==> src/rtl/maq_hn_pkg.sv <==
// -----------------------------------------------------------------------------
// maq_pkg : shared types and BCD helpers for the maq_hn hour stage.
//   BCD_MAX    - largest legal BCD digit (9)
//   bcd_t      - one BCD digit
//   bcd_pair_t - {tens, units} digit pair, tens padded to 4 bits
//   op_e       - per-cycle operation chosen by the priority decode
//   bcd_val    - binary value of a digit pair
//   bcd_inc    - modulo increment of a digit pair
//   bcd_dec    - modulo decrement of a digit pair
// -----------------------------------------------------------------------------
package maq_pkg;

    localparam logic [3:0] BCD_MAX = 4'd9;

    typedef logic [3:0] bcd_t;

    typedef struct packed {
        bcd_t msd;
        bcd_t lsd;
    } bcd_pair_t;

    typedef enum logic [2:0] {
        OP_NONE,
        OP_LOAD,
        OP_TICK,
        OP_UP,
        OP_DOWN
    } op_e;

    function automatic logic [7:0] bcd_val(input bcd_pair_t p);
        return 8'(8'(p.msd) * 8'd10 + 8'(p.lsd));
    endfunction

    // Terminal value (modulus-1) wraps both digits to zero.
    function automatic bcd_pair_t bcd_inc(input bcd_pair_t p, input logic [7:0] modulus);
        bcd_pair_t r;
        r = p;
        if (bcd_val(p) == modulus - 8'd1) begin
            r = '0;
        end else if (p.lsd == BCD_MAX) begin
            r.msd = p.msd + 4'd1;
            r.lsd = '0;
        end else begin
            r.lsd = p.lsd + 4'd1;
        end
        return r;
    endfunction

    // Zero wraps to modulus-1, split back into tens/units.
    function automatic bcd_pair_t bcd_dec(input bcd_pair_t p, input logic [7:0] modulus);
        bcd_pair_t r;
        r = p;
        if (bcd_val(p) == 8'd0) begin
            r.msd = 4'((modulus - 8'd1) / 8'd10);
            r.lsd = 4'((modulus - 8'd1) % 8'd10);
        end else if (p.lsd == 4'd0) begin
            r.msd = p.msd - 4'd1;
            r.lsd = BCD_MAX;
        end else begin
            r.lsd = p.lsd - 4'd1;
        end
        return r;
    endfunction

endpackage

==> src/rtl/maq_hn_if.sv <==
// -----------------------------------------------------------------------------
// maq_hn_if : control/display bundle of the maq_hn hour stage.
//   Controls in : enable_1hz, inc_m, inc_h, set_up, set_down, load,
//                 load_lsd, load_msd, mode_12h, alarm_set
//   Display out : maqh_lsd, maqh_msd, pm, carry_out, load_err, alarm_hit
//   master modport drives the controls, slave modport is the hour stage.
// -----------------------------------------------------------------------------
interface maq_hn_if #(
    parameter int MSD_W = 3
);
    logic             enable_1hz;
    logic             inc_m;
    logic             inc_h;
    logic             set_up;
    logic             set_down;
    logic             load;
    logic [3:0]       load_lsd;
    logic [MSD_W-1:0] load_msd;
    logic             mode_12h;
    logic             alarm_set;
    logic [3:0]       maqh_lsd;
    logic [MSD_W-1:0] maqh_msd;
    logic             pm;
    logic             carry_out;
    logic             load_err;
    logic             alarm_hit;

    modport master (
        output enable_1hz, inc_m, inc_h, set_up, set_down, load,
               load_lsd, load_msd, mode_12h, alarm_set,
        input  maqh_lsd, maqh_msd, pm, carry_out, load_err, alarm_hit
    );

    modport slave (
        input  enable_1hz, inc_m, inc_h, set_up, set_down, load,
               load_lsd, load_msd, mode_12h, alarm_set,
        output maqh_lsd, maqh_msd, pm, carry_out, load_err, alarm_hit
    );
endinterface

==> src/rtl/maq_hn_h12conv.sv <==
// -----------------------------------------------------------------------------
// maq_h12conv : combinational 24h -> 12h BCD display converter.
//   i_msd/i_lsd : canonical 24h tens/units digits
//   i_mode      : 1 = 12h format, 0 = pass-through
//   o_msd/o_lsd : displayed tens/units digits
//   o_pm        : PM flag (only in 12h format)
// -----------------------------------------------------------------------------
module maq_h12conv
    import maq_pkg::*;
#(
    parameter int MSD_W = 3
) (
    input  logic [MSD_W-1:0] i_msd,
    input  bcd_t             i_lsd,
    input  logic             i_mode,
    output logic [MSD_W-1:0] o_msd,
    output bcd_t             o_lsd,
    output logic             o_pm
);
    logic [6:0] w_val;
    logic [6:0] w_disp;

    always_comb begin
        w_val  = 7'(7'(i_msd) * 7'd10 + 7'(i_lsd));
        w_disp = w_val;
        o_pm   = 1'b0;
        if (i_mode) begin
            if (w_val == 7'd0) begin
                w_disp = 7'd12;
            end else if (w_val >= 7'd12) begin
                o_pm = 1'b1;
                if (w_val > 7'd12) begin
                    w_disp = w_val - 7'd12;
                end
            end
        end
        o_msd = MSD_W'(w_disp / 7'd10);
        o_lsd = 4'(w_disp % 7'd10);
    end
endmodule

==> src/rtl/maq_hn.sv <==
// -----------------------------------------------------------------------------
// maq_hn : parametrised BCD hour stage, counts modulo DAY_MOD.
//   maqhn_clock : clock
//   reset       : asynchronous active-high reset
//   bus (slave) : tick qualifiers (enable_1hz, inc_m, inc_h), set_up/set_down,
//                 load/load_msd/load_lsd, mode_12h, alarm_set in;
//                 maqh_msd/maqh_lsd/pm display, carry_out, load_err,
//                 alarm_hit out.
//   Optional alarm compare enabled by defining MAQH_ALARM_EN; otherwise
//   alarm_set is ignored and alarm_hit is tied low.
// -----------------------------------------------------------------------------
module maq_hn
    import maq_pkg::*;
#(
    parameter int MSD_W   = 3,
    parameter int DAY_MOD = 24
) (
    input  logic     maqhn_clock,
    input  logic     reset,
    maq_hn_if.slave  bus
);
    localparam logic [7:0] MOD_B = 8'(DAY_MOD);
    localparam logic       IS_24 = (DAY_MOD == 24);

    logic [MSD_W-1:0] r_msd;
    bcd_t             r_lsd;
    logic             r_carry;
    logic             r_err;

    logic             w_tick;
    logic             w_load_ok;
    logic             w_err_any;
    op_e              w_op;
    bcd_pair_t        w_cur;
    bcd_pair_t        w_load_val;
    bcd_pair_t        w_next;
    logic             w_carry_nxt;
    logic             w_err_nxt;
    logic [MSD_W-1:0] w_disp_msd;
    bcd_t             w_disp_lsd;
    logic             w_pm;

    assign w_tick     = bus.enable_1hz & bus.inc_m & bus.inc_h;
    assign w_cur      = {4'(r_msd), r_lsd};
    assign w_load_val = {4'(bus.load_msd), bus.load_lsd};
    assign w_load_ok  = (bus.load_lsd <= BCD_MAX) && (bcd_val(w_load_val) <= MOD_B - 8'd1);

    // load > tick > exclusive set pulse; simultaneous up+down cancels.
    always_comb begin
        w_op = OP_NONE;
        if (bus.load) begin
            w_op = OP_LOAD;
        end else if (w_tick) begin
            w_op = OP_TICK;
        end else if (bus.set_up ^ bus.set_down) begin
            w_op = bus.set_up ? OP_UP : OP_DOWN;
        end
    end

    always_comb begin
        w_next      = w_cur;
        w_carry_nxt = 1'b0;
        w_err_nxt   = 1'b0;
        case (w_op)
            OP_LOAD: begin
                if (w_load_ok) begin
                    w_next = w_load_val;
                end else begin
                    w_err_nxt = 1'b1;
                end
            end
            OP_TICK: begin
                w_next      = bcd_inc(w_cur, MOD_B);
                w_carry_nxt = (bcd_val(w_cur) == MOD_B - 8'd1);
            end
            OP_UP:   w_next = bcd_inc(w_cur, MOD_B);
            OP_DOWN: w_next = bcd_dec(w_cur, MOD_B);
            default: w_next = w_cur;
        endcase
    end

    always_ff @(posedge maqhn_clock or posedge reset) begin
        if (reset) begin
            r_msd   <= '0;
            r_lsd   <= '0;
            r_carry <= 1'b0;
            r_err   <= 1'b0;
        end else begin
            r_msd   <= MSD_W'(w_next.msd);
            r_lsd   <= w_next.lsd;
            r_carry <= w_carry_nxt;
            r_err   <= w_err_any;
        end
    end

`ifdef MAQH_ALARM_EN
    logic [MSD_W-1:0] r_alm_msd;
    bcd_t             r_alm_lsd;
    logic             r_hit;
    logic             w_hit_nxt;

    // Only counting moves can hit; a load landing on the alarm value does not.
    assign w_hit_nxt = (w_op == OP_TICK || w_op == OP_UP || w_op == OP_DOWN) &&
                       (w_next == {4'(r_alm_msd), r_alm_lsd});
    assign w_err_any = w_err_nxt | (bus.alarm_set & ~w_load_ok);

    always_ff @(posedge maqhn_clock or posedge reset) begin
        if (reset) begin
            r_alm_msd <= '0;
            r_alm_lsd <= '0;
            r_hit     <= 1'b0;
        end else begin
            r_hit <= w_hit_nxt;
            if (bus.alarm_set && w_load_ok) begin
                r_alm_msd <= bus.load_msd;
                r_alm_lsd <= bus.load_lsd;
            end
        end
    end

    assign bus.alarm_hit = r_hit;
`else
    logic w_unused_alarm;
    assign w_unused_alarm = bus.alarm_set;
    assign w_err_any      = w_err_nxt;
    assign bus.alarm_hit  = 1'b0;
`endif

    maq_h12conv #(
        .MSD_W(MSD_W)
    ) u_conv (
        .i_msd  (r_msd),
        .i_lsd  (r_lsd),
        .i_mode (bus.mode_12h & IS_24),
        .o_msd  (w_disp_msd),
        .o_lsd  (w_disp_lsd),
        .o_pm   (w_pm)
    );

    assign bus.maqh_msd  = w_disp_msd;
    assign bus.maqh_lsd  = w_disp_lsd;
    assign bus.pm        = w_pm;
    assign bus.carry_out = r_carry;
    assign bus.load_err  = r_err;
endmodule

==> src/flat_wrapper.sv <==
// flat-port wrapper written by rule: the top's interface ports become plain ports
module maq_hn_flat import maq_pkg::*;
#(
    parameter int MSD_W   = 3,
    parameter int DAY_MOD = 24
)
  (maqhn_clock, reset, bus_enable_1hz, bus_inc_m, bus_inc_h, bus_set_up, bus_set_down, bus_load, bus_load_lsd, bus_load_msd, bus_mode_12h, bus_alarm_set, bus_maqh_lsd, bus_maqh_msd, bus_pm, bus_carry_out, bus_load_err, bus_alarm_hit);
  maq_hn_if #(.MSD_W(MSD_W)) bus_i ();
  input  logic maqhn_clock;
  input  logic reset;
  input wire logic [$bits(bus_i.enable_1hz)-1:0] bus_enable_1hz;
  input wire logic [$bits(bus_i.inc_m)-1:0] bus_inc_m;
  input wire logic [$bits(bus_i.inc_h)-1:0] bus_inc_h;
  input wire logic [$bits(bus_i.set_up)-1:0] bus_set_up;
  input wire logic [$bits(bus_i.set_down)-1:0] bus_set_down;
  input wire logic [$bits(bus_i.load)-1:0] bus_load;
  input wire logic [$bits(bus_i.load_lsd)-1:0] bus_load_lsd;
  input wire logic [$bits(bus_i.load_msd)-1:0] bus_load_msd;
  input wire logic [$bits(bus_i.mode_12h)-1:0] bus_mode_12h;
  input wire logic [$bits(bus_i.alarm_set)-1:0] bus_alarm_set;
  output wire logic [$bits(bus_i.maqh_lsd)-1:0] bus_maqh_lsd;
  output wire logic [$bits(bus_i.maqh_msd)-1:0] bus_maqh_msd;
  output wire logic [$bits(bus_i.pm)-1:0] bus_pm;
  output wire logic [$bits(bus_i.carry_out)-1:0] bus_carry_out;
  output wire logic [$bits(bus_i.load_err)-1:0] bus_load_err;
  output wire logic [$bits(bus_i.alarm_hit)-1:0] bus_alarm_hit;
  assign bus_i.enable_1hz = bus_enable_1hz;
  assign bus_i.inc_m = bus_inc_m;
  assign bus_i.inc_h = bus_inc_h;
  assign bus_i.set_up = bus_set_up;
  assign bus_i.set_down = bus_set_down;
  assign bus_i.load = bus_load;
  assign bus_i.load_lsd = bus_load_lsd;
  assign bus_i.load_msd = bus_load_msd;
  assign bus_i.mode_12h = bus_mode_12h;
  assign bus_i.alarm_set = bus_alarm_set;
  assign bus_maqh_lsd = bus_i.maqh_lsd;
  assign bus_maqh_msd = bus_i.maqh_msd;
  assign bus_pm = bus_i.pm;
  assign bus_carry_out = bus_i.carry_out;
  assign bus_load_err = bus_i.load_err;
  assign bus_alarm_hit = bus_i.alarm_hit;
  maq_hn #(.MSD_W(MSD_W), .DAY_MOD(DAY_MOD)) u_core (.maqhn_clock(maqhn_clock), .reset(reset), .bus(bus_i));
endmodule
==> config.mk <==
export PLATFORM = sky130hd
export DESIGN_NAME = maq_hn_flat
export DESIGN_NICKNAME = d
export VERILOG_FILES = /design/src/rtl/maq_hn_pkg.sv /design/src/rtl/maq_hn_if.sv /design/src/rtl/maq_hn_h12conv.sv /design/src/rtl/maq_hn.sv /design/src/flat_wrapper.sv
export SDC_FILE = /design/constraint.sdc
export NUM_CORES = 1
export LEC_CHECK = 0
export CORE_AREA = 2 2 64 66
export DETAILED_ROUTE_END_ITERATION = 8
export DIE_AREA = 0 0 66 68
export PLACE_DENSITY = 0.78
export SETUP_SLACK_MARGIN = 0.3
export SYNTH_ARGS = -nofsm -noshare
export SYNTH_HDL_FRONTEND = slang
export SYNTH_SLANG_ARGS = --single-unit
==> constraint.sdc <==
create_clock -name maqhn_clock -period 7.7 [get_ports maqhn_clock]
set_clock_uncertainty 0.2 [all_clocks]
set_input_delay 1.54 -clock maqhn_clock [delete_from_list [all_inputs] [get_ports maqhn_clock]]
set_output_delay 1.54 -clock maqhn_clock [all_outputs]
set_load 0.02 [all_outputs]
# --- Word-level counts from Yosys, hierarchy flattened ---
# Index checks and enable logic that the tools add are counted.
totals:
  n_memories: 0
  latchBits: 0
  rom_bits: 0
  ramBits: 0
  ff_bits: 9
classes:
  muxes: 22
  n_addsub: 8
  n_lt_le_gt_ge: 4
  bitwise_logic: 3
  n_eq_ne: 9
  div_mod_pow: 2
  n_reduce_logical: 8
  mul: 3
  shifts: 0
ops:
  columns: ["op", "count"]
  rows:
  - ["$mux W7", 7]
  - ["$pmux W7 S3", 1]
  - ["$mul A3 B3 Y6 const B", 3]
  - ["$mux W3", 6]
  - ["$add A8 B4 Y8", 2]
  - ["$eq A8 B5 Y1 const B", 1]
  - ["$le A8 B5 Y1 const B", 1]
  - ["$logic_not A8 Y1", 1]
  - ["$mux W4", 2]
  - ["$add A7 B4 Y7", 1]
  - ["$div A7 B4 Y7 const B", 1]
  - ["$ge A7 B4 Y1 const B", 1]
  - ["$gt A7 B4 Y1 const B", 1]
  - ["$logic_not A7 Y1", 1]
  - ["$mod A7 B4 Y7 const B", 1]
  - ["$sub A7 B4 Y7 const B", 1]
  - ["$eq A3 B2 Y1 const B", 2]
  - ["$mux W1", 6]
  - ["$ne A3 B1 Y1 const B", 2]
  - ["$add A4 B1 Y4 const B", 1]
  - ["$eq A4 B4 Y1 const B", 1]
  - ["$le A4 B4 Y1 const B", 1]
  - ["$logic_not A4 Y1", 1]
  - ["$reduce_and A4 Y1", 1]
  - ["12 further kinds", 13]

# --- Logic depth before layout (Yosys ltp) ---
# Gate-level depths: netlist of the first run.
depth:
  depth_word: 8
  depth_mapped: 29
  mapped_depth_nobuf: 28

# --- Hierarchy ---
# A second synthesis of the first run with hierarchy kept.
hier_totals:
  hier_cells: 312
  area_unflattened_um2: 2451.1
by_module_without_submodules:
  columns: ["module", "cells_each", "area_per_inst_um2", "seq_area_each_um2", "n_inst"]
  rows:
  - ["maq_h12conv", 175, 1249.9, 0.0, 1]
  - ["maq_hn", 137, 1201.2, 225.2, 1]

# --- Least setup slack after synthesis of the first run ---
# Ideal clock, no wire load.
synth_path:
  path_type: "input to output"
  start: "input port bus_mode_12h"
  end: "output port bus_maqh_lsd[1]"
  required_time_ns: 5.960
  setup_slack_ns: 0.341
  n_path_buf: 2
  cell_stages: 22
  arrival_ns: 5.619
  path_cell_list: "buf_2 > inv_1 > or4_1 > nand3_1 > buf_6 > nor2_1 > a21o_1 > a221o_1 > inv_1 > ha_1 > inv_1 > a21oi_1 > nor3_1 > a211oi_2 > o22ai_4 > xnor2_1 > ha_1 > o21ai_0 > o211ai_1 > and4_1 > o21bai_4 > a21boi_1"
synth_between:
  elab_chain_cells: 2
synth_rtl:
  columns: ["element", "line", "source"]
  rows:
  - ["start, declared", "flat_wrapper.sv:19", "input wire logic [$bits(bus_i.mode_12h)-1:0] bus_mode_12h;"]
  - ["$mux W7", "maq_hn_h12conv.sv:27", "if (i_mode) begin"]
  - ["$mod A7 B4 Y7", "maq_hn_h12conv.sv:38", "o_lsd = 4'(w_disp % 7'd10);"]
  - ["end, declared", "flat_wrapper.sv:21", "output wire logic [$bits(bus_i.maqh_lsd)-1:0] bus_maqh_lsd;"]
# No other way between the ends.

# --- Final worst setup path of the first run ---
layout_path:
  start: "register u_core.r_msd[0]"
  end: "output port bus_maqh_lsd[2]"
layout_between:
  elab_chain_cells: 8
  elab_cells_between_ends: 11
  cone_classes: "add/sub: 2; mul: 1; div: 1; order compare: 2; mux: 4; reduce/logical: 1"
layout_rtl:
  columns: ["element", "line", "source"]
  rows:
  - ["start, declared", "maq_hn.sv:25", "logic [MSD_W-1:0] r_msd;"]
  - ["start signal, assigned", "maq_hn.sv:89", "r_msd <= MSD_W'(w_next.msd);"]
  - ["$mul A3 B3 Y6 *", "maq_hn_h12conv.sv:24", "w_val = 7'(7'(i_msd) * 7'd10 + 7'(i_lsd));"]
  - ["$add A7 B4 Y7 *", "maq_hn_h12conv.sv:24", null]
  - ["$sub A7 B4 Y7 or $gt A7 B4 Y1 (tied branches)", "maq_hn_h12conv.sv:33, maq_hn_h12conv.sv:32", null]
  - ["$mux W7", "maq_hn_h12conv.sv:32", "if (w_val > 7'd12) begin"]
  - ["$mux W7", "maq_hn_h12conv.sv:30", "end else if (w_val >= 7'd12) begin"]
  - ["$mux W7", "maq_hn_h12conv.sv:28", "if (w_val == 7'd0) begin"]
  - ["$mux W7 *", "maq_hn_h12conv.sv:27", null]
  - ["$mod A7 B4 Y7 *", "maq_hn_h12conv.sv:38", null]
# Mark *: on every way between the ends. The rest lies on a longest branch, timed or not.

==> flow_summary.json, run 1 <==
{
  "setup.worst_path.end_class": "output pin",
  "min-delay-path-class": "reg2reg",
  "synthMostInstantiatedCell": "sky130_fd_sc_hd__nand2_1",
  "num_io_pins": 28,
  "routed_via_density": 6.028,
  "synth-async-reset-ratio": 1.000,
  "report.final.setup_viol": 0,
  "detail_route.first_pass.iterations": 5,
  "synth_area_leader_cell": "sky130_fd_sc_hd__ha_1",
  "portBuffers": 25,
  "seq_area_frac_synth": 0.1115,
  "netlist_top_cells_area": "sky130_fd_sc_hd__ha_1 (14%), sky130_fd_sc_hd__dfrtp_1 (11%), sky130_fd_sc_hd__nand2_1 (4.5%)",
  "synth_top_area_share": 0.1425,
  "worstSkewPairLatency_ps": 230,
  "path_max_fanout": 9,
  "fp.dieW_um": 66,
  "final_layout_net_count": 356,
  "drive_above_1_share": 0.2556,
  "ff2ff_path_depth": 12,
  "worst-slew-pin-transition_ps": 559.9,
  "floorplan.rows": 23,
  "vias": 2188,
  "fin_crit_sh": 0.9276,
  "hold_viol_final": 0,
  "drc": 0,
  "final.min_clock_period_ps": 7142,
  "start_util": 0.5237,
  "dr.first_iter.drc_count": 186,
  "max-slew-margin-rel": 0.6259,
  "worstReg2RegStart": "u_core.r_msd[0]",
  "finalWirelength_mm": 5.573,
  "synth_cells": 257,
  "max_cap_violations": 0,
  "yosys_register_bits": 9,
  "timing_worst_setup_path_type": "reg2out",
  "setup.worst_path.start_class": "flop",
  "clkTransAtPathRegs_ps": 50,
  "yosys_warnings": 0,
  "grt_antenna_before_repair": 0,
  "clockRootBuffer": "sky130_fd_sc_hd__clkbuf_8",
  "rsz0062_at_grt": "false",
  "mappedNetlistArea_mm2": 0.002019,
  "clock-sinks": 9,
  "cts_hold_buf": 0,
  "dp_hpwl_mm": 4.220,
  "area.growth.synth_to_final_pct": 31.54,
  "gp_congestion": 0.8835,
  "max_freq_mhz": 140.0,
  "detail_route.wl_per_cell_um": 15.35,
  "synth_top_flop_cell": "sky130_fd_sc_hd__dfrtp_1",
  "arrival_ps": 5400,
  "run_status": "complete, no violations",
  "postLayoutCellArea_mm2": 0.002656,
  "core_region_area_mm2": 0.003856,
  "die_h_um": 68,
  "grt_pass1_wl_mm": 8.424,
  "number_of_buffers_created_by_cts": 3,
  "first_global_vias": 1869,
  "mappedNetlistNets": 299,
  "grt_start_max_net_pins": 10,
  "cts_tree": "done",
  "worstPathRequired_ps": 5960,
  "cp-startpoint": "u_core.r_msd[0]",
  "syn_avg_cell_area_um2": 7.858,
  "cts_buffer_depth": 2,
  "final.fill_count": 320,
  "synth_enable_flop_cells": 0,
  "cts_htree_levels": 1,
  "ff2ff_setup_slack_ps": 4020,
  "insertedDiodeCount": 0,
  "grt.overflow.total": 0,
  "dieArea_mm2": 0.004488,
  "synth_cell_type_count": 71,
  "post_dp_cell_area_mm2": 0.002482,
  "final-max-slew-violation-count": 0,
  "postRouteAntennaNets": 0,
  "synth_commonest_cells": "sky130_fd_sc_hd__nand2_1 (24), sky130_fd_sc_hd__ha_1 (23), sky130_fd_sc_hd__inv_1 (20)",
  "r2r-end": "u_core.r_msd[0]",
  "groute.usage.overall": 0.2328,
  "endpoint": "bus_maqh_lsd[2]"
}
[cell families after synthesis]
logic type	Yosys count	synth area share
other cells	1	0.001857
simple gates	90	0.2460
compound gates	83	0.3110
fa+ha+maj	27	0.1722
mux	7	0.03841
flops	9	0.1115
buf+inv	31	0.07249
xor+xnor	9	0.04647
[sequential cells by signal, summed over array words and instances (netlist names)]
name,count
u_core.bus.carry_out,1
u_core.bus.load_err,1
u_core.r_lsd,4
u_core.r_msd,3
[placed cells by master (no fill, tap or decap), types with 3 or more instances in the layout]
cell type,count
sky130_fd_sc_hd__buf_4,37
sky130_fd_sc_hd__nor3_1,10
sky130_fd_sc_hd__a21oi_1,16
sky130_fd_sc_hd__o22ai_1,3
sky130_fd_sc_hd__a32oi_1,3
sky130_fd_sc_hd__ha_1,18
sky130_fd_sc_hd__or4_1,3
sky130_fd_sc_hd__and2_1,3
sky130_fd_sc_hd__inv_1,20
sky130_fd_sc_hd__nand2b_1,3
sky130_fd_sc_hd__a31oi_1,4
sky130_fd_sc_hd__nor2_1,16
sky130_fd_sc_hd__a211oi_1,4
sky130_fd_sc_hd__a22oi_1,3
sky130_fd_sc_hd__dfrtp_1,8
sky130_fd_sc_hd__xnor2_1,3
sky130_fd_sc_hd__xor2_1,3
sky130_fd_sc_hd__clkdlybuf4s50_1,21
sky130_fd_sc_hd__o211ai_1,4
sky130_fd_sc_hd__nand2_1,24
sky130_fd_sc_hd__mux2i_1,4
sky130_fd_sc_hd__o21ai_1,4
sky130_fd_sc_hd__ha_4,3
sky130_fd_sc_hd__clkbuf_8,3
sky130_fd_sc_hd__a211oi_2,3
sky130_fd_sc_hd__o21ai_0,12
sky130_fd_sc_hd__nand3_1,7
[critical path, stage by stage (launching register included)]
cell and delay [ps]:
sky130_fd_sc_hd__dfrtp_2 450, sky130_fd_sc_hd__ha_1 220, sky130_fd_sc_hd__ha_1 410, sky130_fd_sc_hd__nand3b_1 200, sky130_fd_sc_hd__nor3_1 60, sky130_fd_sc_hd__mux2_4 320, sky130_fd_sc_hd__or4_1 480, sky130_fd_sc_hd__nand3_1 140
sky130_fd_sc_hd__and2_1 220, sky130_fd_sc_hd__nor3_1 70, sky130_fd_sc_hd__a221o_1 300, sky130_fd_sc_hd__inv_1 100, sky130_fd_sc_hd__ha_1 160, sky130_fd_sc_hd__inv_1 60, sky130_fd_sc_hd__a21oi_2 170, sky130_fd_sc_hd__nor3_1 90
sky130_fd_sc_hd__a211oi_2 270, sky130_fd_sc_hd__o22ai_4 110, sky130_fd_sc_hd__xnor2_2 150, sky130_fd_sc_hd__ha_2 200, sky130_fd_sc_hd__o21ai_1 100, sky130_fd_sc_hd__o211ai_1 200, sky130_fd_sc_hd__and4_4 270, sky130_fd_sc_hd__nor3_1 60
sky130_fd_sc_hd__a21oi_2 100, sky130_fd_sc_hd__o211ai_1 80, sky130_fd_sc_hd__buf_2 160
[routing by layer]
| metal | share of wire | vias to the layer above | GRT usage |
|---|---|---|---|
| met4 | 0.0061 | 0 | 0.04082 |
| met1 | 0.45 | 1046 | 0.3171 |
| met5 | 0 | - | 0 |
| met2 | 0.51 | 67 | 0.3990 |
| met3 | 0.039 | 6 | 0.03125 |
| li1 | - | 1069 | - |
[worst min path at each step]
stage	from	endpoint	slack, ps	cells past startpoint
6_report	u_core.r_msd[2]	u_core.r_msd[2]	380	2
5_1_grt	u_core.r_msd[2]	u_core.r_msd[2]	410	2
3_3_place_gp	u_core.r_msd[2]	u_core.r_msd[2]	370	2
2_1_floorplan	u_core.r_msd[2]	u_core.r_msd[2]	320	2
3_5_place_dp	u_core.r_msd[2]	u_core.r_msd[2]	370	2
4_1_cts	u_core.r_msd[2]	u_core.r_msd[2]	380	2
[through the flow]
stage / hold WS, ps / std cells / setup TNS (ps) / setup WS [ps] / util
finish: 380.4 / 363 / 0 / 557.6 / 0.6888
global route: 411.0 / 363 / 0 / 177.4 / 0.6888
CTS: 377.8 / 356 / 0 / 320.7 / 0.6590
detailed placement: 366.7 / 351 / -886.0 / -373.3 / 0.6437
global placement: 367.1 / 351 / -808.2 / -350.1 / 0.6437
floorplan: 320.0 / 257 / 0 / 341.1 / -
[final cells by class]
class                   instances  area [um2]  share of cell area
clock buffers                   4       45.04             0.01696
inverters                      21       78.83             0.02967
multi-input cells             217        1732              0.6519
flip-flops and latches          9       226.5             0.08526
well taps                      50       62.56             0.02355
repair buffers                 62       511.7              0.1927
[timing repair]
| item | 4_1_cts | 5_1_grt |
|---|---|---|
| gates resized for setup | 13 | 19 |
| setup buffers | 1 | 7 |
| pin swaps | 4 | 11 |
| endpoints found under the setup margin | 4 | 4 |
Power of run 1 is not shown: default switching activity piles up to over one toggle a cycle in this logic, so the estimate is an artifact.
==> run 2, diff against run 1 <==
--- a/config.mk
+++ b/config.mk
@@ -5,10 +5,10 @@
 export SDC_FILE = /design/constraint.sdc
 export NUM_CORES = 1
 export LEC_CHECK = 0
-export CORE_AREA = 2 2 64 66
+export CORE_AREA = 2 2 66 68
 export DETAILED_ROUTE_END_ITERATION = 8
-export DIE_AREA = 0 0 66 68
-export PLACE_DENSITY = 0.78
+export DIE_AREA = 0 0 68 70
+export PLACE_DENSITY = 0.77
 export SETUP_SLACK_MARGIN = 0.3
 export SYNTH_ARGS = -nofsm -noshare
 export SYNTH_HDL_FRONTEND = slang
==> constraint.sdc (replaced) <==
create_clock -name maqhn_clock -period 6.5 [get_ports maqhn_clock]
set_clock_uncertainty 0.2 [all_clocks]
set_input_delay 1.3 -clock maqhn_clock [delete_from_list [all_inputs] [get_ports maqhn_clock]]
set_output_delay 1.3 -clock maqhn_clock [all_outputs]
set_load 0.02 [all_outputs]
==> run 2 against run 1 <==
- the flow now finishes with violations (setup timing)
- worst setup slack worse by 760 ps
- sequential share of layout area decreased by 1.3 points
- final cell count up 12%
- die area grew 6.1%
- largest cell class unchanged
- via count is 8.0% higher
- count of clock-buffer cells in the layout unchanged
- first-iteration DRC count down 34%
==> flow_summary.json, run 2 (synthesis gave the netlist of run 1 again) <==
{
  "finalWirelength_mm": 6.053,
  "max_freq_mhz": 149.1,
  "grt.overflow.total": 0,
  "core_region_area_mm2": 0.004144,
  "violated_checks": "setup timing",
  "top_regs": "u_core.r_lsd (4), u_core.r_msd (3)",
  "path_max_fanout": 3,
  "layout.cells.most_common": "sky130_fd_sc_hd__buf_4",
  "largest_register": "u_core.r_lsd",
  "detailroute.wirelength.met2_mm": 3.244,
  "layout.area.seq_um2": 226.5,
  "floorplan.rows": 24,
  "worst-slew-pin-transition_ps": 629.6,
  "setup.worst_path.start_class": "flop",
  "dr_wl_met3_um": 251,
  "setup.worst_path.end_class": "output pin",
  "drive_above_1_share": 0.4278,
  "worstPathRequired_ps": 5000,
  "rsz0062_at_grt": "true",
  "final-max-slew-violation-count": 0,
  "post_dp_cell_area_mm2": 0.002829,
  "ff2ff_setup_slack_ps": 2860,
  "postLayoutCellArea_mm2": 0.003151,
  "cts_htree_levels": 1,
  "min-delay-path-class": "reg2reg",
  "start_util": 0.4873,
  "hold_viol_final": 0,
  "groute.usage.overall": 0.2511,
  "worst-path-buf-inv": 5,
  "report.final.setup_viol": 3,
  "worstSkewPairLatency_ps": 240,
  "maxUsedRoutingLayer": "met4",
  "clkTransAtPathRegs_ps": 40,
  "number_of_buffers_created_by_cts": 3,
  "clockRootBuffer": "sky130_fd_sc_hd__clkbuf_8",
  "final_layout_net_count": 396,
  "placed_cells_incl_taps": 386,
  "postRouteAntennaNets": 0,
  "fin_util": 0.7603,
  "detail_route.wl_per_cell_um": 14.95,
  "portBuffers": 25,
  "die_h_um": 70,
  "grt_start_max_net_pins": 10,
  "cp-startpoint": "u_core.r_msd[0]",
  "cts_tree": "done",
  "detail_route.first_pass.iterations": 5,
  "dieArea_mm2": 0.004760,
  "fp.dieW_um": 68,
  "routed_via_density": 5.835,
  "slowest_delay_ps": 420,
  "final.fill_count": 274,
  "largest_register_ffs": 4,
  "run_status": "finished with violations",
  "num_io_pins": 28,
  "gp_congestion": 0.8836,
  "multi_input_comb_area_mm2": 0.001909,
  "dr.first_iter.drc_count": 122,
  "dp_hpwl_mm": 4.526,
  "wl_met1_mm": 2.446,
  "hold_ws_ps": 457.9,
  "arrival_ps": 5210,
  "grt_antenna_before_repair": 0,
  "max_cap_violations": 0,
  "final.min_clock_period_ps": 6706,
  "cts_buffer_depth": 2,
  "fin_crit_sh": 1.032,
  "grt_pass1_wl_mm": 9.501,
  "worstReg2RegStart": "u_core.r_msd[0]",
  "first_global_vias": 2209,
  "layout.cells.non_filler": 405,
  "area.growth.synth_to_final_pct": 56.01,
  "max-slew-margin-rel": 0.5794,
  "timing.critical_path.max_delay_family": "compound AO/OA/AOI/OAI gates",
  "drc": 0,
  "min_from": "u_core.r_msd[1]",
  "insertedDiodeCount": 0,
  "slowest_stage": "sky130_fd_sc_hd__dfrtp_2",
  "clock-sinks": 9,
  "mostFrequentLayoutCells": "sky130_fd_sc_hd__buf_4 (77), sky130_fd_sc_hd__nand2_1 (23), sky130_fd_sc_hd__clkdlybuf4s50_1 (19)",
  "post-route-worst-setup-slack_ps": -206.3,
  "vias": 2363,
  "timing_worst_setup_path_type": "reg2out"
}
run 2: timing repair:
item                       CTS  global route
buffers inserted             9             6
gates cloned                 0             0
pin swaps                   25            25
hold buffers                 0             0
setup endpoints to repair    5             5
resized for setup           45            21
run 2: stage by stage:
step	setup WS, ps	setup TNS [ps]
6_report	-206.3	-370.9
5_1_grt	-490.0	-1217
4_1_cts	-259.9	-527.4
3_5_place_dp	-916.5	-2974
3_3_place_gp	-732.3	-2305
2_1_floorplan	-25.15	-25.15
run 2: final timing paths:
check | to | cells past startpoint
min in group asynchronous | u_core.r_lsd[1] | 2
worst max-delay path | bus_maqh_lsd[2] | 28
worst max register to register | u_core.r_msd[0] | 15
worst min-delay path | u_core.r_msd[1] | 2
max in group asynchronous | u_core.r_msd[0] | 2
worst min register to register | u_core.r_msd[1] | 2
run 2: tightest hold or removal path, cell delays in order, from the launching register on:
cell and delay (ps):
sky130_fd_sc_hd__dfrtp_1 360, sky130_fd_sc_hd__buf_4 120, sky130_fd_sc_hd__mux2_2 140
run 2: metal layers:
metal  vias to the layer above  track usage
li1                       1157            -
met1                      1108       0.2889
met2                        79       0.4746
met3                        19      0.02738
met4                         0      0.06000
met5                         -            0
run 2: area by class of cell:
type,instances,share of cell area
multi-input cells,217,0.6060
repair buffers,102,0.2613
inverters,21,0.02581
clock buffers,4,0.01430
well taps,52,0.02065
flip-flops and latches,9,0.07188
Power of run 2 is left out for the same reason.
==> run 3, diff against run 2 <==
--- a/config.mk
+++ b/config.mk
@@ -5,10 +5,11 @@
 export SDC_FILE = /design/constraint.sdc
 export NUM_CORES = 1
 export LEC_CHECK = 0
-export CORE_AREA = 2 2 66 68
+export CORE_AREA = 2 2 76 78
 export DETAILED_ROUTE_END_ITERATION = 8
-export DIE_AREA = 0 0 68 70
-export PLACE_DENSITY = 0.77
+export DIE_AREA = 0 0 78 80
+export PLACE_DENSITY = 0.6
+export RECOVER_POWER = 25
 export SETUP_SLACK_MARGIN = 0.3
 export SYNTH_ARGS = -nofsm -noshare
 export SYNTH_HDL_FRONTEND = slang
==> run 3 against run 2 <==
- the flow still finishes with violations (setup timing)
- final area increased by 5.7%
- fmax down 0.34%
- critical path depth grew 2
- sequential share of layout area fell by 0.39 points
- die area is 31% higher
- first-iteration DRC count shrank 11%
- flip-flop and latch count unchanged
- final cell count grew 8.4%
- critical endpoint unchanged
- highest routed layer unchanged
==> flow_summary.json, run 3 (synthesis gave the netlist of run 1 again) <==
{
  "run_status": "finished with violations",
  "violated_checks": "setup timing",
  "clkTransAtPathRegs_ps": 60,
  "detail_route.wl_per_cell_um": 14.08,
  "max_freq_mhz": 148.6,
  "routed_via_density": 5.337,
  "worstReg2RegStart": "u_core.r_msd[0]",
  "cts_htree_levels": 1,
  "min-delay-path-class": "reg2reg",
  "max-slew-margin-rel": 0.5976,
  "report.final.setup_viol": 3,
  "grt.overflow.total": 0,
  "gp_congestion": 0.8605,
  "core_region_area_mm2": 0.005405,
  "final-max-slew-violation-count": 0,
  "min_from": "u_core.r_msd[1]",
  "die_h_um": 80,
  "drc": 0,
  "slowest_delay_ps": 400,
  "insertedDiodeCount": 0,
  "hold_viol_final": 0,
  "grt_start_max_net_pins": 10,
  "fp.dieW_um": 78,
  "wl_met1_mm": 2.765,
  "dieArea_mm2": 0.006240,
  "largest_register": "u_core.r_lsd",
  "tns_ps": -477.4,
  "grt_antenna_before_repair": 0,
  "groute.usage.overall": 0.2045,
  "clockRootBuffer": "sky130_fd_sc_hd__clkbuf_8",
  "setup.worst_path.start_class": "flop",
  "area.growth.synth_to_final_pct": 64.93,
  "cts_buffer_depth": 2,
  "timing.critical_path.max_delay_family": "simple AND/OR/NAND/NOR gates",
  "worstSkewPairLatency_ps": 240,
  "cts_tree": "done",
  "cp-startpoint": "u_core.r_msd[0]",
  "path_max_fanout": 4,
  "worst-path-buf-inv": 6,
  "postLayoutCellArea_mm2": 0.003331,
  "num_io_pins": 28,
  "worst-slew-pin-transition_ps": 602.4,
  "largest_register_ffs": 4,
  "start_util": 0.3736,
  "dp_hpwl_mm": 4.579,
  "fin_crit_sh": 1.035,
  "timing_worst_setup_path_type": "reg2out",
  "detail_route.first_pass.iterations": 4,
  "number_of_buffers_created_by_cts": 3,
  "rsz0062_at_grt": "true",
  "first_global_vias": 2381,
  "slowest_stage": "sky130_fd_sc_hd__fa_2",
  "arrival_ps": 5230,
  "max_cap_violations": 0,
  "grt_pass1_wl_mm": 10.49,
  "detailroute.wirelength.met2_mm": 3.151,
  "clock-sinks": 9,
  "layout.cells.most_common": "sky130_fd_sc_hd__buf_4",
  "vias": 2343,
  "dr.first_iter.drc_count": 108,
  "drive_above_1_share": 0.4414,
  "post_dp_cell_area_mm2": 0.002861,
  "final_layout_net_count": 410,
  "mostFrequentLayoutCells": "sky130_fd_sc_hd__buf_4 (87), sky130_fd_sc_hd__nand2_1 (23), sky130_fd_sc_hd__clkdlybuf4s50_1 (17)",
  "final.min_clock_period_ps": 6729,
  "post-route-worst-setup-slack_ps": -229.2,
  "cts_hold_buf": 0,
  "worstPathRequired_ps": 5000,
  "setup.worst_path.end_class": "output pin",
  "portBuffers": 25,
  "hold_ws_ps": 434.8,
  "maxUsedRoutingLayer": "met4",
  "top_regs": "u_core.r_lsd (4), u_core.r_msd (3)",
  "finalWirelength_mm": 6.183,
  "dr_wl_met3_um": 173,
  "postRouteAntennaNets": 0,
  "floorplan.rows": 27
}
-- run 3: cell types whose count changed in the layout (fill, tap and decap cells not counted), sizes merged --
cell	change
buf	+14
clkbuf	-2
clkdlybuf4s50	-2
dlygate4sd2	+2
dlygate4sd3	+1
dlymetal6s2s	+1
-- run 3: worst paths after layout --
path | endpoint | cells past startpoint | slack, ps
max | bus_maqh_lsd[2] | 30 | -230
min | u_core.r_msd[1] | 2 | 430
max reg2reg | u_core.r_msd[0] | 15 | 2840
min reg2reg | u_core.r_msd[1] | 2 | 430
max in group asynchronous | u_core.r_msd[0] | 2 | 4530
min in group asynchronous | u_core.bus.carry_out | 2 | 1270
-- run 3: per-stage QoR --
step                      instances  worst slack, ps    util
after floorplan                 257           -25.15       -
after global placement          407           -721.5  0.5294
after detailed placement        407           -769.6  0.5294
after CTS                       432           -193.3  0.5900
after global routing            439           -524.2  0.6162
final                           439           -229.2  0.6162
-- run 3: timing repair --
item / CTS / global route
pin swaps: 26 / 24
setup buffers: 21 / 7
endpoints found under the setup margin: 5 / 6
resized for setup: 52 / 17
-- run 3: worst register-to-register path, delay by kind of cell (launching register included) --
family | cells | cell delay (ps)
simple gates | 5 | 1510
fa+ha+maj | 2 | 420
buf+inv | 3 | 290
compound gates | 4 | 540
xor+xnor | 1 | 140
flops | 1 | 410
-- run 3: area by class of cell --
class | count | area (um2)
Fill cell | 472 | 2074
Tap cell | 72 | 90.09
Clock buffer | 4 | 45.04
Timing Repair Buffer | 116 | 962.2
Multi-Input combinational cell | 217 | 1926
Inverter | 21 | 81.33
Sequential cell | 9 | 226.5
-- run 3: metal layers --
layer  vias to the layer above  global-route usage
li1                       1172                   -
met1                      1110              0.2565
met2                        49              0.3621
met3                        12             0.02941
met4                         0             0.06140
met5                         -                   0
Power of run 3 is left out for the same reason.
==> RTL change 1, RTL diff (settings of run 2) <==
`MSD_W` is set to 3 in 4 places; all go to 2.
--- a/src/rtl/maq_hn_if.sv
+++ b/src/rtl/maq_hn_if.sv
@@ -8,3 +8,3 @@
 interface maq_hn_if #(
-    parameter int MSD_W = 3
+    parameter int MSD_W = 2
 );
--- a/src/rtl/maq_hn_h12conv.sv
+++ b/src/rtl/maq_hn_h12conv.sv
@@ -10,3 +10,3 @@
 #(
-    parameter int MSD_W = 3
+    parameter int MSD_W = 2
 ) (
--- a/src/rtl/maq_hn.sv
+++ b/src/rtl/maq_hn.sv
@@ -14,3 +14,3 @@
 #(
-    parameter int MSD_W   = 3,
+    parameter int MSD_W   = 2,
     parameter int DAY_MOD = 24
--- a/src/flat_wrapper.sv
+++ b/src/flat_wrapper.sv
@@ -3,3 +3,3 @@
 #(
-    parameter int MSD_W   = 3,
+    parameter int MSD_W   = 2,
     parameter int DAY_MOD = 24
Ports: changed (resized bus_load_msd and bus_maqh_msd); port bits go from 28 to 26. No check against the original RTL was run, so the function may have changed too.
==> RTL change 1 against run 2 <==
  * The flow still finishes with violations (negative setup slack)
  * Wire length fell by 18%
  * Critical path depth fell by 6
  * Final area fell by 19%
  * Area after synthesis fell by 23%
  * Setup slack got worse by 0.15 ns
  * Utilization fell by 14 points
  * Sequential cell count fell by 1
  * Largest cell class unchanged
  * Highest routed layer unchanged
Power is not shown: default switching activity piles up to over one toggle a cycle in this logic, so the estimate is an artifact.
==> RTL change 1: results (changes against run 2) <==
- Run status: finished with violations
- Failing checks: negative setup slack
- Nets: 327 (-17%)
- Distinct cells, synth: 64 (-9.9%)
- Setup TNS: -0.866 ns (-0.495 ns)
- Cell Area, Placed: 0.00227 sq mm (-20%)
- Layout cell share with drive strength beyond 1: 39.2% (-3.6 points)
- FF-to-FF End: u_core.r_msd[1]
- Synth top area cells: dfrtp_1 13%, ha_1 13%, a21oi_1 5.4%, nand2_1 5.3%, inv_1 3.4%
- Final setup violating endpoints: 3 (unchanged)
- Post-synth top cells: 22 x nand2_1, 17 x a21oi_1, 16 x ha_1
- Via density: 5.62 (-3.7%)
- Largest net degree at the start of global routing: 18 (+8)
- First-pass GRT wire length: 8240 um (-13%)
- Worst r2r src: u_core.r_msd[1]
- WHS: 0.436 ns (-0.0219 ns)
- DP Wirelength: 3650 um (-19%)
- Net Count, Synth: 244 (-18%)
- Hold depth: 3 (+1)
- Min-delay src: u_core.r_lsd[1]
- 1st-iter DRT viols: 79 (-35%)
- Worst Hold End: u_core.r_lsd[1]
- Avg WL per Cell: 14.4 um (-3.4%)
- Buffers on Ports: 23 (-8.0%)
- Crit Path Max Fanout: 4 (+1)
- Final worst slack: -0.360 ns (-0.153 ns)
- Largest regs: u_core.r_lsd (4), u_core.r_msd (2)
RTL change 1: changes by cell type after synthesis, sizes merged, moves of 5 or more:
cell,delta
inv,-7
nor3,-6
buf,-5
ha,-7
RTL change 1: final cells by class:
class | count | share of cell area (%)
Clock buffer | 3 | 1.61
Timing Repair Buffer | 87 | 27.5
Tap cell | 52 | 2.54
Inverter | 14 | 2.05
Multi-Input combinational cell | 179 | 58.5
Sequential cell | 8 | 7.83
RTL change 1: per-stage QoR:
step                      setup WS (ns)  util [%]  cells
after floorplan                  -0.326         -    210
after global placement            -1.10      54.8    321
after detailed placement          -1.24      54.8    321
after CTS                        -0.290      60.6    340
after global routing             -0.527      61.7    343
final                            -0.360      61.7    343
RTL change 1: worst max-delay path by stage:
stage	end	start	slack [ns]
finish	bus_maqh_lsd[2]	bus_mode_12h	-0.36
global route	bus_maqh_lsd[2]	u_core.r_msd[0]	-0.53
CTS	bus_maqh_lsd[2]	u_core.r_msd[0]	-0.29
detailed placement	bus_maqh_lsd[2]	bus_mode_12h	-1.24
global placement	bus_maqh_lsd[2]	bus_mode_12h	-1.10
floorplan	bus_maqh_lsd[2]	u_core.r_lsd[1]	-0.33
RTL change 1: layer usage:
layer / vias to the layer above / global-route usage [%] / share of wire, %
met5: - / 0 / 0
li1: 943 / - / -
met3: 12 / 1.45 / 3.0
met2: 59 / 43.5 / 57
met4: 0 / 7.11 / 2.6
met1: 914 / 22.8 / 37
RTL change 1: cells by family (layout without fill, tap and decap cells):
| kind of cell | after synthesis | in the layout | share of synthesized area [%] |
|---|---|---|---|
| simple gates | 77 | 77 | 24.8 |
| compound gates | 74 | 74 | 34.1 |
| buf+inv | 23 | 104 | 6.33 |
| fa+ha+maj | 18 | 18 | 15.4 |
| flops | 8 | 8 | 12.8 |
| xor+xnor | 5 | 5 | 3.29 |
| mux | 4 | 4 | 2.96 |
| other cells | 1 | 1 | 0.240 |
RTL change 1: worst max-delay path: stages:
cell           delay (ns)
dlygate4sd2_1        0.24
nor2b_4              0.13
or3_4                0.39
a31o_4               0.25
nand2_2              0.07
inv_2                0.05
ha_4                 0.17
o31ai_4              0.18
nand2b_1             0.12
nand2_2              0.13
ha_4                 0.15
or3b_4               0.38
a32oi_1              0.19
a31oi_1              0.09
o21ai_1              0.09
and3_4               0.25
xnor2_4              0.14
ha_4                 0.17
nor3_4               0.04
or4_4                0.47
mux2i_4              0.21
buf_6                0.13
RTL change 1: timing repair:
| action | in CTS | in global routing |
|---|---|---|
| resized for setup | 40 | 7 |
| pin swaps | 14 | 2 |
| buffers inserted | 16 | 3 |
| hold buffers | 0 | 0 |
| endpoints found under the setup margin | 5 | 5 |
==> RTL change 2, RTL diff (config.mk and constraints of run 2) <==
Made on the original files. `DAY_MOD` is set to 24 in 2 places; all go to 18.
--- a/src/rtl/maq_hn.sv
+++ b/src/rtl/maq_hn.sv
@@ -15,3 +15,3 @@
     parameter int MSD_W   = 3,
-    parameter int DAY_MOD = 24
+    parameter int DAY_MOD = 18
 ) (
--- a/src/flat_wrapper.sv
+++ b/src/flat_wrapper.sv
@@ -4,3 +4,3 @@
     parameter int MSD_W   = 3,
-    parameter int DAY_MOD = 24
+    parameter int DAY_MOD = 18
 )
Formal check against the unedited RTL: not equivalent (Yosys sat finds a counterexample within 4 cycles, from zero or initial values and one cycle with reset high).
==> RTL change 2 against run 2 <==
  * Global-route usage shrank 5.2 points
  * Sequential cell count stayed put
  * Setup slack gained 0.71 ns
  * Area after synthesis fell by 12%
  * Final area decreased by 32%
  * Critical path depth is 11 lower
  * Maximum frequency is 12% higher
  * Wire length is 27% lower
  * First-iteration DRC count grew 100%
  * Die area stayed put
  * Synthesized cell count fell by 9.7%
  * Largest cell class unchanged
Power is left out: the tool's default activity adds up to more than one toggle a clock period on the data nets, which glitch-free logic cannot reach.
==> RTL change 2: results (changes against run 2) <==
- Worst skew pair latency: 0.24 ns (about the same)
- Fill count: 395 (+44%)
- DP Wirelength: 3290 um (-27%)
- Post-synth ARST share: 100% (unchanged)
- R2R Setup Slk: 2.85 ns (about the same)
- Number of global-route vias before repair: 1725 (-22%)
- Run status: complete, no violations
- 1st-iter DRT viols: 245 (+100%)
- Synth top area cells: dfrtp_1 13%, ha_1 13%, nand2_1 4.2%, o21ai_0 3.9%, inv_1 3.6%
- Routed via count: 1849 (-22%)
- Met2 Use GR: 34.0% (-13 points)
- WHS: 0.382 ns (-0.0761 ns)
- Layout cell share with drive strength beyond 1: 11.3% (-31 points)
- Hold depth: 1 (-1)
- Post-synth top cells: 20 x nand2_1, 18 x ha_1, 17 x inv_1
- Arr. time, crit path: 4.50 ns (-0.71 ns)
- Seq/Total Area, Yosys: 12.6% (+1.5 points)
- Drt first pass iters: 5 (unchanged)
- Buffers on Ports: 23 (-8.0%)
- First-pass GRT wire length: 7650 um (-20%)
- GR Layer Usage met3: 2.25% (-0.48 points)
- Met1 usage: 26.5% (-2.4 points)
- Busiest grt layer: met2
- Largest net degree at the start of global routing: 14 (+4)
- Avg WL per Cell: 14.3 um (-4.7%)
- Crit Path Max Fanout: 9 (+6)
- Worst r2r path cells: 12 (-3)
- Placer congestion estimate: 0.880 (-0.38%)
- Cell Area, Placed: 0.00206 sq mm (-27%)
- Tot GR Track Use: 19.9% (-5.2 points)
==> RTL change 2: changes by cell type in the layout (fill, tap and decap cells not counted), moves of 4 or more <==
cell / before / now
a21oi_1: 15 / 10
buf_6: 4 / 0
buf_4: 77 / 5
ha_4: 7 / 1
nor3_2: 5 / 0
nand2b_1: 2 / 8
==> RTL change 2: stage by stage <==
stage | util (%) | setup slack [ns] | cells
after floorplan | - | 0.845 | 233
after global placement | 49.7 | 0.362 | 303
after detailed placement | 49.7 | 0.291 | 303
after CTS | 51.6 | 0.447 | 307
after global routing | 51.9 | 0.334 | 308
final | 51.9 | 0.502 | 308
==> RTL change 2: kinds of logic (layout without fill, tap and decap cells) <==
logic type / count (synthesis) / in the layout / share of synthesized area, %
adder cells (fa/ha/maj): 21 / 21 / 15.4
flip-flops: 9 / 9 / 12.6
multiplexers: 7 / 7 / 4.00
buffers and inverters: 27 / 50 / 6.67
AO/OA/AOI/OAI: 74 / 74 / 31.5
other: 1 / 2 / 0.210
AND/OR/NAND/NOR: 82 / 82 / 23.7
XOR/XNOR: 11 / 11 / 5.83
==> RTL change 2: per-layer routing <==
metal,vias up,wire length [um]
li1,910,-
met1,841,1930
met2,83,2160
met3,15,231
met4,0,69
met5,-,0
==> RTL change 2: worst max-delay path: stages, from the launching register on <==
cell,delay (ns)
dfrtp_1,0.44
ha_1,0.23
ha_1,0.18
ha_2,0.42
buf_4,0.19
and2_1,0.13
a221oi_1,0.07
a311oi_1,0.27
nand2_1,0.18
nor2_1,0.15
nand2_1,0.12
a31oi_2,0.27
nor2_1,0.10
ha_1,0.25
o2111a_1,0.26
a2111o_1,0.41
a211oi_2,0.20
dlygate4sd2_1,0.36
==> RTL change 2: how the worst max path moves through the flow <==
stage / from / to / slack (ns) / cells after the start
floorplan: u_core.r_msd[0] / bus_maqh_lsd[1] / 0.85 / 18
global placement: u_core.r_msd[0] / bus_maqh_lsd[1] / 0.36 / 17
detailed placement: u_core.r_lsd[1] / bus_maqh_lsd[1] / 0.29 / 17
CTS: u_core.r_msd[0] / bus_maqh_lsd[1] / 0.45 / 18
global route: u_core.r_msd[0] / bus_maqh_msd[0] / 0.33 / 17
finish: u_core.r_msd[0] / bus_maqh_msd[0] / 0.50 / 17
==> RTL change 2: area by class of cell <==
type                    instances  area (sq um)  share of cell area (%)
inverters                      18          67.6                    3.14
clock buffers                   4          45.0                    2.09
multi-input cells             197          1490                    69.3
flip-flops and latches          9           226                    10.5
repair buffers                 28           256                    11.9
well taps                      52          65.1                    3.02
==> RTL change 2: repair_timing <==
| item | 4_1_cts | 5_1_grt |
|---|---|---|
| pin swaps | 1 | 3 |
| setup endpoints to repair | 3 | 3 |
| setup buffers | 0 | 1 |
| hold endpoints to repair | 0 | 0 |
| cloned | 0 | 0 |
| resized for setup | 10 | 9 |
